$ cat config.mk
export PLATFORM = sky130hd
export DESIGN_NAME = sram_axi_slave
export DESIGN_NICKNAME = d
export VERILOG_FILES = /design/src/rtl/sram_axi_slave_pkg.sv /design/src/rtl/sram_axi_slave_burst_counter.sv /design/src/rtl/sram_axi_slave.sv
export SDC_FILE = /design/constraint.sdc
export NUM_CORES = 1
export LEC_CHECK = 0
export ABC_AREA = 0
export CAP_MARGIN = 10
export CORE_AREA = 4 4 109 111
export DETAILED_ROUTE_END_ITERATION = 16
export DIE_AREA = 0 0 113 115
export PLACE_DENSITY = 0.73
export REMOVE_ABC_BUFFERS = 1
export SLEW_MARGIN = 10
export SYNTH_ARGS = -nofsm -noshare
export SYNTH_HDL_FRONTEND = slang
export SYNTH_SLANG_ARGS = --single-unit
$ cat constraint.sdc
create_clock -name clk -period 2.25 [get_ports clk]
set_input_delay 0.45 -clock clk [delete_from_list [all_inputs] [get_ports clk]]
set_output_delay 0.45 -clock clk [all_outputs]
set_load 0.05 [all_outputs]
$ cat src/rtl/sram_axi_slave_pkg.sv
// Shared types and default widths for the SRAM AXI4 slave.
// Ports: none (package only).
// Provides the FSM state, burst and response encodings used by the slave.
package sram_axi_slave_pkg;

  localparam int DEF_ID_W   = 8;
  localparam int DEF_ADDR_W = 32;
  localparam int DEF_DATA_W = 32;
  localparam int DEF_LEN_W  = 4;
  localparam int DEF_MEM_AW = 14;

  typedef enum logic [1:0] {IDLE, R_DATA, W_DATA, W_RESP} state_e;
  typedef enum logic [1:0] {FIXED, INCR, WRAP} burst_e;
  typedef enum logic [1:0] {OKAY, EXOKAY, SLVERR, DECERR} resp_e;

endpackage

$ cat src/rtl/sram_axi_slave_burst_counter.sv
// Burst address/beat tracker shared by the read and write paths.
// Ports: load (latch base+len, clear count), inc (advance one beat),
//        addr/next_addr (current and following SRAM word), last (count == len).
module sram_axi_slave_burst_counter #(
  parameter int AW    = 14,
  parameter int LEN_W = 4
) (
  input  logic             clk,
  input  logic             rst,
  input  logic             load,
  input  logic             inc,
  input  logic [AW-1:0]    base,
  input  logic [LEN_W-1:0] len,
  output logic [AW-1:0]    addr,
  output logic [AW-1:0]    next_addr,
  output logic             last
);

  localparam logic [AW-1:0]    ONE_A = AW'(1);
  localparam logic [LEN_W-1:0] ONE_L = LEN_W'(1);

  logic [LEN_W-1:0] cnt;
  logic [LEN_W-1:0] len_q;

  always_ff @(posedge clk or negedge rst) begin
    if (!rst) begin
      addr  <= '0;
      cnt   <= '0;
      len_q <= '0;
    end else if (load) begin
      addr  <= base;
      cnt   <= '0;
      len_q <= len;
    end else if (inc) begin
      // natural overflow gives the modulo-2^AW word wrap
      addr <= addr + ONE_A;
      cnt  <= cnt + ONE_L;
    end
  end

  assign next_addr = addr + ONE_A;
  assign last      = (cnt == len_q);

endmodule

$ cat src/rtl/sram_axi_slave.sv
// AXI4 slave front end for one synchronous SRAM bank, one transaction at a time.
// Ports: AXI AR/R/AW/W/B channels (*_S), SRAM pins CS/OE/WEB/A/DI/DO.
// Read data follows the address by one cycle; W beats stall until the AW is taken.
module sram_axi_slave
  import sram_axi_slave_pkg::*;
#(
  parameter int ID_W   = DEF_ID_W,
  parameter int ADDR_W = DEF_ADDR_W,
  parameter int DATA_W = DEF_DATA_W,
  parameter int LEN_W  = DEF_LEN_W,
  parameter int MEM_AW = DEF_MEM_AW
) (
  input  logic                clk,
  input  logic                rst,
  input  logic [ID_W-1:0]     ARID_S,
  input  logic [ADDR_W-1:0]   ARADDR_S,
  input  logic [LEN_W-1:0]    ARLEN_S,
  input  logic [2:0]          ARSIZE_S,
  input  logic [1:0]          ARBURST_S,
  input  logic                ARVALID_S,
  output logic                ARREADY_S,
  output logic [ID_W-1:0]     RID_S,
  output logic [DATA_W-1:0]   RDATA_S,
  output logic [1:0]          RRESP_S,
  output logic                RLAST_S,
  output logic                RVALID_S,
  input  logic                RREADY_S,
  input  logic [ID_W-1:0]     AWID_S,
  input  logic [ADDR_W-1:0]   AWADDR_S,
  input  logic [LEN_W-1:0]    AWLEN_S,
  input  logic [2:0]          AWSIZE_S,
  input  logic [1:0]          AWBURST_S,
  input  logic                AWVALID_S,
  output logic                AWREADY_S,
  input  logic [DATA_W-1:0]   WDATA_S,
  input  logic [DATA_W/8-1:0] WSTRB_S,
  input  logic                WLAST_S,
  input  logic                WVALID_S,
  output logic                WREADY_S,
  output logic [ID_W-1:0]     BID_S,
  output logic [1:0]          BRESP_S,
  output logic                BVALID_S,
  input  logic                BREADY_S,
  output logic                CS,
  output logic                OE,
  output logic [DATA_W/8-1:0] WEB,
  output logic [MEM_AW-1:0]   A,
  output logic [DATA_W-1:0]   DI,
  input  logic [DATA_W-1:0]   DO
);

  state_e            state;
  logic [ID_W-1:0]   id_q;
  logic [MEM_AW-1:0] cur_addr;
  logic [MEM_AW-1:0] nxt_addr;
  logic              last;
  logic              ar_hs, aw_hs, r_hs, w_hs;

  // Size/burst fields and out-of-bank address bits carry no meaning here.
  logic unused_ok;
  assign unused_ok = ^{ARSIZE_S, ARBURST_S, AWSIZE_S, AWBURST_S,
                       ARADDR_S[ADDR_W-1:MEM_AW+2], ARADDR_S[1:0],
                       AWADDR_S[ADDR_W-1:MEM_AW+2], AWADDR_S[1:0]};

  // Readies are gated by reset so every AXI output reads 0 while held in reset.
  // AR takes priority: AW is refused in any cycle that also offers an AR.
  assign ARREADY_S = rst & (state == IDLE);
  assign AWREADY_S = rst & (state == IDLE) & ~ARVALID_S;
  assign WREADY_S  = (state == W_DATA);
  assign RVALID_S  = (state == R_DATA);
  assign BVALID_S  = (state == W_RESP);

  assign ar_hs = ARVALID_S & ARREADY_S;
  assign aw_hs = AWVALID_S & AWREADY_S;
  assign r_hs  = RVALID_S & RREADY_S;
  assign w_hs  = WVALID_S & WREADY_S;

  assign RID_S   = id_q;
  assign BID_S   = id_q;
  assign RDATA_S = RVALID_S ? DO : '0;
  assign RLAST_S = RVALID_S & last;
  assign RRESP_S = OKAY;
  assign BRESP_S = OKAY;

  sram_axi_slave_burst_counter #(
    .AW   (MEM_AW),
    .LEN_W(LEN_W)
  ) u_cnt (
    .clk      (clk),
    .rst      (rst),
    .load     (ar_hs | aw_hs),
    .inc      (r_hs | w_hs),
    .base     (ar_hs ? ARADDR_S[MEM_AW+1:2] : AWADDR_S[MEM_AW+1:2]),
    .len      (ar_hs ? ARLEN_S : AWLEN_S),
    .addr     (cur_addr),
    .next_addr(nxt_addr),
    .last     (last)
  );

  always_ff @(posedge clk or negedge rst) begin
    if (!rst) begin
      state <= IDLE;
      id_q  <= '0;
    end else begin
      case (state)
        IDLE: begin
          if (ar_hs) begin
            id_q  <= ARID_S;
            state <= R_DATA;
          end else if (aw_hs) begin
            id_q  <= AWID_S;
            state <= W_DATA;
          end
        end
        R_DATA: if (r_hs && last) state <= IDLE;
        W_DATA: if (w_hs && WLAST_S) state <= W_RESP;
        W_RESP: if (BREADY_S) state <= IDLE;
        default: state <= IDLE;
      endcase
    end
  end

  // SRAM pins are steered combinationally so a read beat can present the
  // following address in the same cycle it is accepted (no bubbles), and a
  // write beat lands in the SRAM in its own handshake cycle.
  always_comb begin
    CS  = 1'b0;
    OE  = 1'b0;
    WEB = '1;
    A   = '0;
    DI  = '0;
    case (state)
      IDLE: begin
        if (ar_hs) begin
          CS = 1'b1;
          OE = 1'b1;
          A  = ARADDR_S[MEM_AW+1:2];
        end
      end
      R_DATA: begin
        // While stalled the current address is held so DO stays put.
        CS = ~(r_hs & last);
        OE = ~(r_hs & last);
        A  = RREADY_S ? nxt_addr : cur_addr;
      end
      W_DATA: begin
        if (w_hs) begin
          CS  = 1'b1;
          WEB = ~WSTRB_S;
          A   = cur_addr;
          DI  = WDATA_S;
        end
      end
      default: ;
    endcase
  end

endmodule

==> out/metrics.csv <==
metric;value;unit
maxSlewHeadroom;66.1;%
fp.dieArea;13000;um2
ys_warn_count;0;
reg2reg_slack;0.23;ns
setup_slack;-0.0501;ns
drt-total-wl;13.9;mm
via_per_inst;4.83;
layout_common_cells;clkdlybuf4s50_1 (139), buf_12 (83), and2_1 (68);
worstSetupEndpointType;output port;
synthCells;387;
io_buffer_count;233;
syn2layout_area_growth;137;%
crit_buf_inv;4;
drive_gt1_share;30.9;%
antenna_found_initial;2;
ys_async_sr_fraction;100;%
cp_cell_sequence;buf_6, nand3b_1, o21ai_4, buf_6, o21ai_1, o311ai_2, buf_4, buf_12;
htreeDepth;2;
setup_tns;-0.213;ns
critical_path.startpoint;state[1]$_DFFE_PN0P_;
drt_iter0_drc;212;
clk_pin_slew_worst_paths;0.08;ns
total_power;8600;uW
layout_commonest_cell;clkdlybuf4s50_1;
num_vias;3808;
setup_viol;7;
required;1.80;ns
worstReg2RegStart;state[1]$_DFFE_PN0P_;
cts_hold_buffers;0;
dr.pass1.iters;5;
seq_area_frac_synth;28.1;%
dp_hpwl;11.4;mm
row_count;38;
num_io_pins;284;
status;finished, violations left;
cts.sinks;32;
die_w;113;um
synth_enable_flop_cells;0;
worst_pin_slew;0.508;ns
start_kind;register;
grt_pass1_wl;20.7;mm
layout.cells.non_filler;788;
leakage;0.00286;uW
crit_fanout;7;
cts.path.max_buffers;2;
grt_pass1_vias;3787;
violations;setup timing;
ir_drop;0.825;mV
critPathMaxStageDelay;0.44;ns
coreArea;10800;um2
routedWlPerCell;17.6;um
power_density;1270;nW/um2
syn_area;2850;um2
hold_viol;0;
worst_clock_skew;0.00760;ns
pre_cts_ws;-0.303;ns
ys_ff_latch;32;
worstPathArrival;1.85;ns
hold_path_class;in2async;
max-cap-violations;0;
max_freq;435;MHz
grt_max_degree;36;
cts_buffers;5;
drc_errors;0;
timing.final.crit_share;102;%
root_buffer;clkbuf_8;
start_util;26.4;%
gp_congestion;0.891;
track_usage;20.0;%
path_class;reg2out;
yosysUniqueCellTypes;51;
crit_top_cell;buf_6;
synth_ff_type;dfrtp_1;
fin_nets;822;
slowest_stage;dfrtp_2;
insertion_delay;0.29;ns
fillers;896;
slew_viol_final;0;
syn_avg_cell_area;7.36;um2
die_h;115;um
rsz0062_at_grt;true;
overflow;0;
dp_cells;761;
cts_tree;done;
period_needed;2.30;ns
cpLargestDelayFamily;buffers and inverters;
postRouteAntennaNets;0;
per-layer routing:
layer  share of wire [%]  vias to the layer above  global-route usage, %
li1                    -                     1848                      -
met5               0.094                        -                      0
met2                  52                      177                   36.5
met3                 7.8                       16                   4.32
met4                 1.6                        2                   3.69
met1                  39                     1765                   24.3
what timing repair did:
item | 4_1_cts | 5_1_grt
resized for setup | 57 | 28
cloned | 2 | 0
pin swaps | 16 | 11
setup endpoints to repair | 19 | 49
buffers inserted | 13 | 4
synth_stat cells, types with 2 or more instances:
| cell type | instances | area, um2 |
|---|---|---|
| ha_1 | 2 | 25.0 |
| nand3_1 | 6 | 30.0 |
| nor3_1 | 4 | 20.0 |
| a221o_1 | 2 | 20.0 |
| xnor2_1 | 5 | 43.8 |
| nand2b_1 | 2 | 12.5 |
| nor3b_1 | 3 | 22.5 |
| mux2i_1 | 2 | 20.0 |
| a22oi_1 | 3 | 22.5 |
| a21o_1 | 4 | 30.0 |
| nand2_1 | 58 | 218 |
| o31a_1 | 3 | 26.3 |
| and4_1 | 4 | 35.0 |
| o21ai_0 | 23 | 115 |
| inv_1 | 6 | 22.5 |
| a21oi_1 | 22 | 110 |
| buf_4 | 13 | 97.6 |
| and3_1 | 4 | 25.0 |
| nor2b_1 | 5 | 31.3 |
| and2_1 | 68 | 425 |
| nand4_1 | 5 | 31.3 |
| o211ai_1 | 2 | 15.0 |
| o311ai_0 | 6 | 52.6 |
| nand3b_1 | 3 | 22.5 |
| and3b_1 | 2 | 17.5 |
| clkbuf_1 | 22 | 82.6 |
| a211o_1 | 5 | 43.8 |
| buf_2 | 6 | 30.0 |
| a31oi_1 | 14 | 87.6 |
| o31ai_1 | 3 | 22.5 |
| o2bb2ai_1 | 3 | 26.3 |
| nor2_1 | 25 | 93.8 |
| xor2_1 | 3 | 26.3 |
| dfrtp_1 | 32 | 801 |
power by group:
part / switching [uW] / total (uW) / internal (uW)
Clock: 232 / 561 / 329
Combinational: 3760 / 6860 / 3090
Sequential: 335 / 1190 / 853
Total: 4330 / 8600 / 4280
worst register-to-register path, stage by stage, from the launching register on:
cell and delay, ns:
dfrtp_2 0.44, buf_6 0.13, or3b_1 0.41, buf_4 0.19, o211ai_1 0.29, o21ai_0 0.14
a221o_1 0.30
cell families after synthesis:
family	count (synthesis)	synth area share, %
AO/OA/AOI/OAI	98	22.6
other	1	0.132
multiplexers	2	0.703
flip-flops	32	28.1
XOR/XNOR	8	2.46
buffers and inverters	49	8.74
AND/OR/NAND/NOR	195	36.4
adder cells (fa/ha/maj)	2	0.879
registers in the layout (all words and copies together), names as in the netlist:
| register | flops |
|---|---|
| state | 2 |
| u_cnt.addr | 14 |
| u_cnt.cnt | 4 |
| u_cnt.len_q | 4 |
| BID_S | 8 |
final cells by class:
type                       instances  area, um2  share of cell area (%)
tap                              140        175                    2.59
sequential                        32        811                    12.0
inverter                           6       22.5                   0.333
multi-input combinational        309       1980                    29.3
timing repair buffer             292       3660                    54.2
clock inverter                     2       35.0                   0.519
antenna                            1       2.50                  0.0371
clock buffer                       6       72.6                    1.07
metrics by stage:
step / util, % / cell area (um2) / hold slack, ns
after floorplan: - / 2630 / 0.154
after global placement: 58.4 / 6300 / 0.535
after detailed placement: 58.4 / 6300 / 0.547
after CTS: 61.6 / 6650 / 0.269
after global routing: 62.6 / 6750 / 0.296
final: 62.6 / 6750 / 0.258
final timing paths:
| path | endpoint | depth (start not counted) |
|---|---|---|
| min | u_cnt.addr[11]$_DFFE_PN0P_ | 2 |
| max | A[10] | 8 |
| min reg2reg | u_cnt.cnt[3]$_DFFE_PN0P_ | 2 |
| max reg2reg | u_cnt.addr[9]$_DFFE_PN0P_ | 6 |
| min in group clk | u_cnt.cnt[3]$_DFFE_PN0P_ | 2 |
| max in group asynchronous | state[0]$_DFFE_PN0P_ | 2 |
No activity file was read; power rests on OpenSTA's default activity.
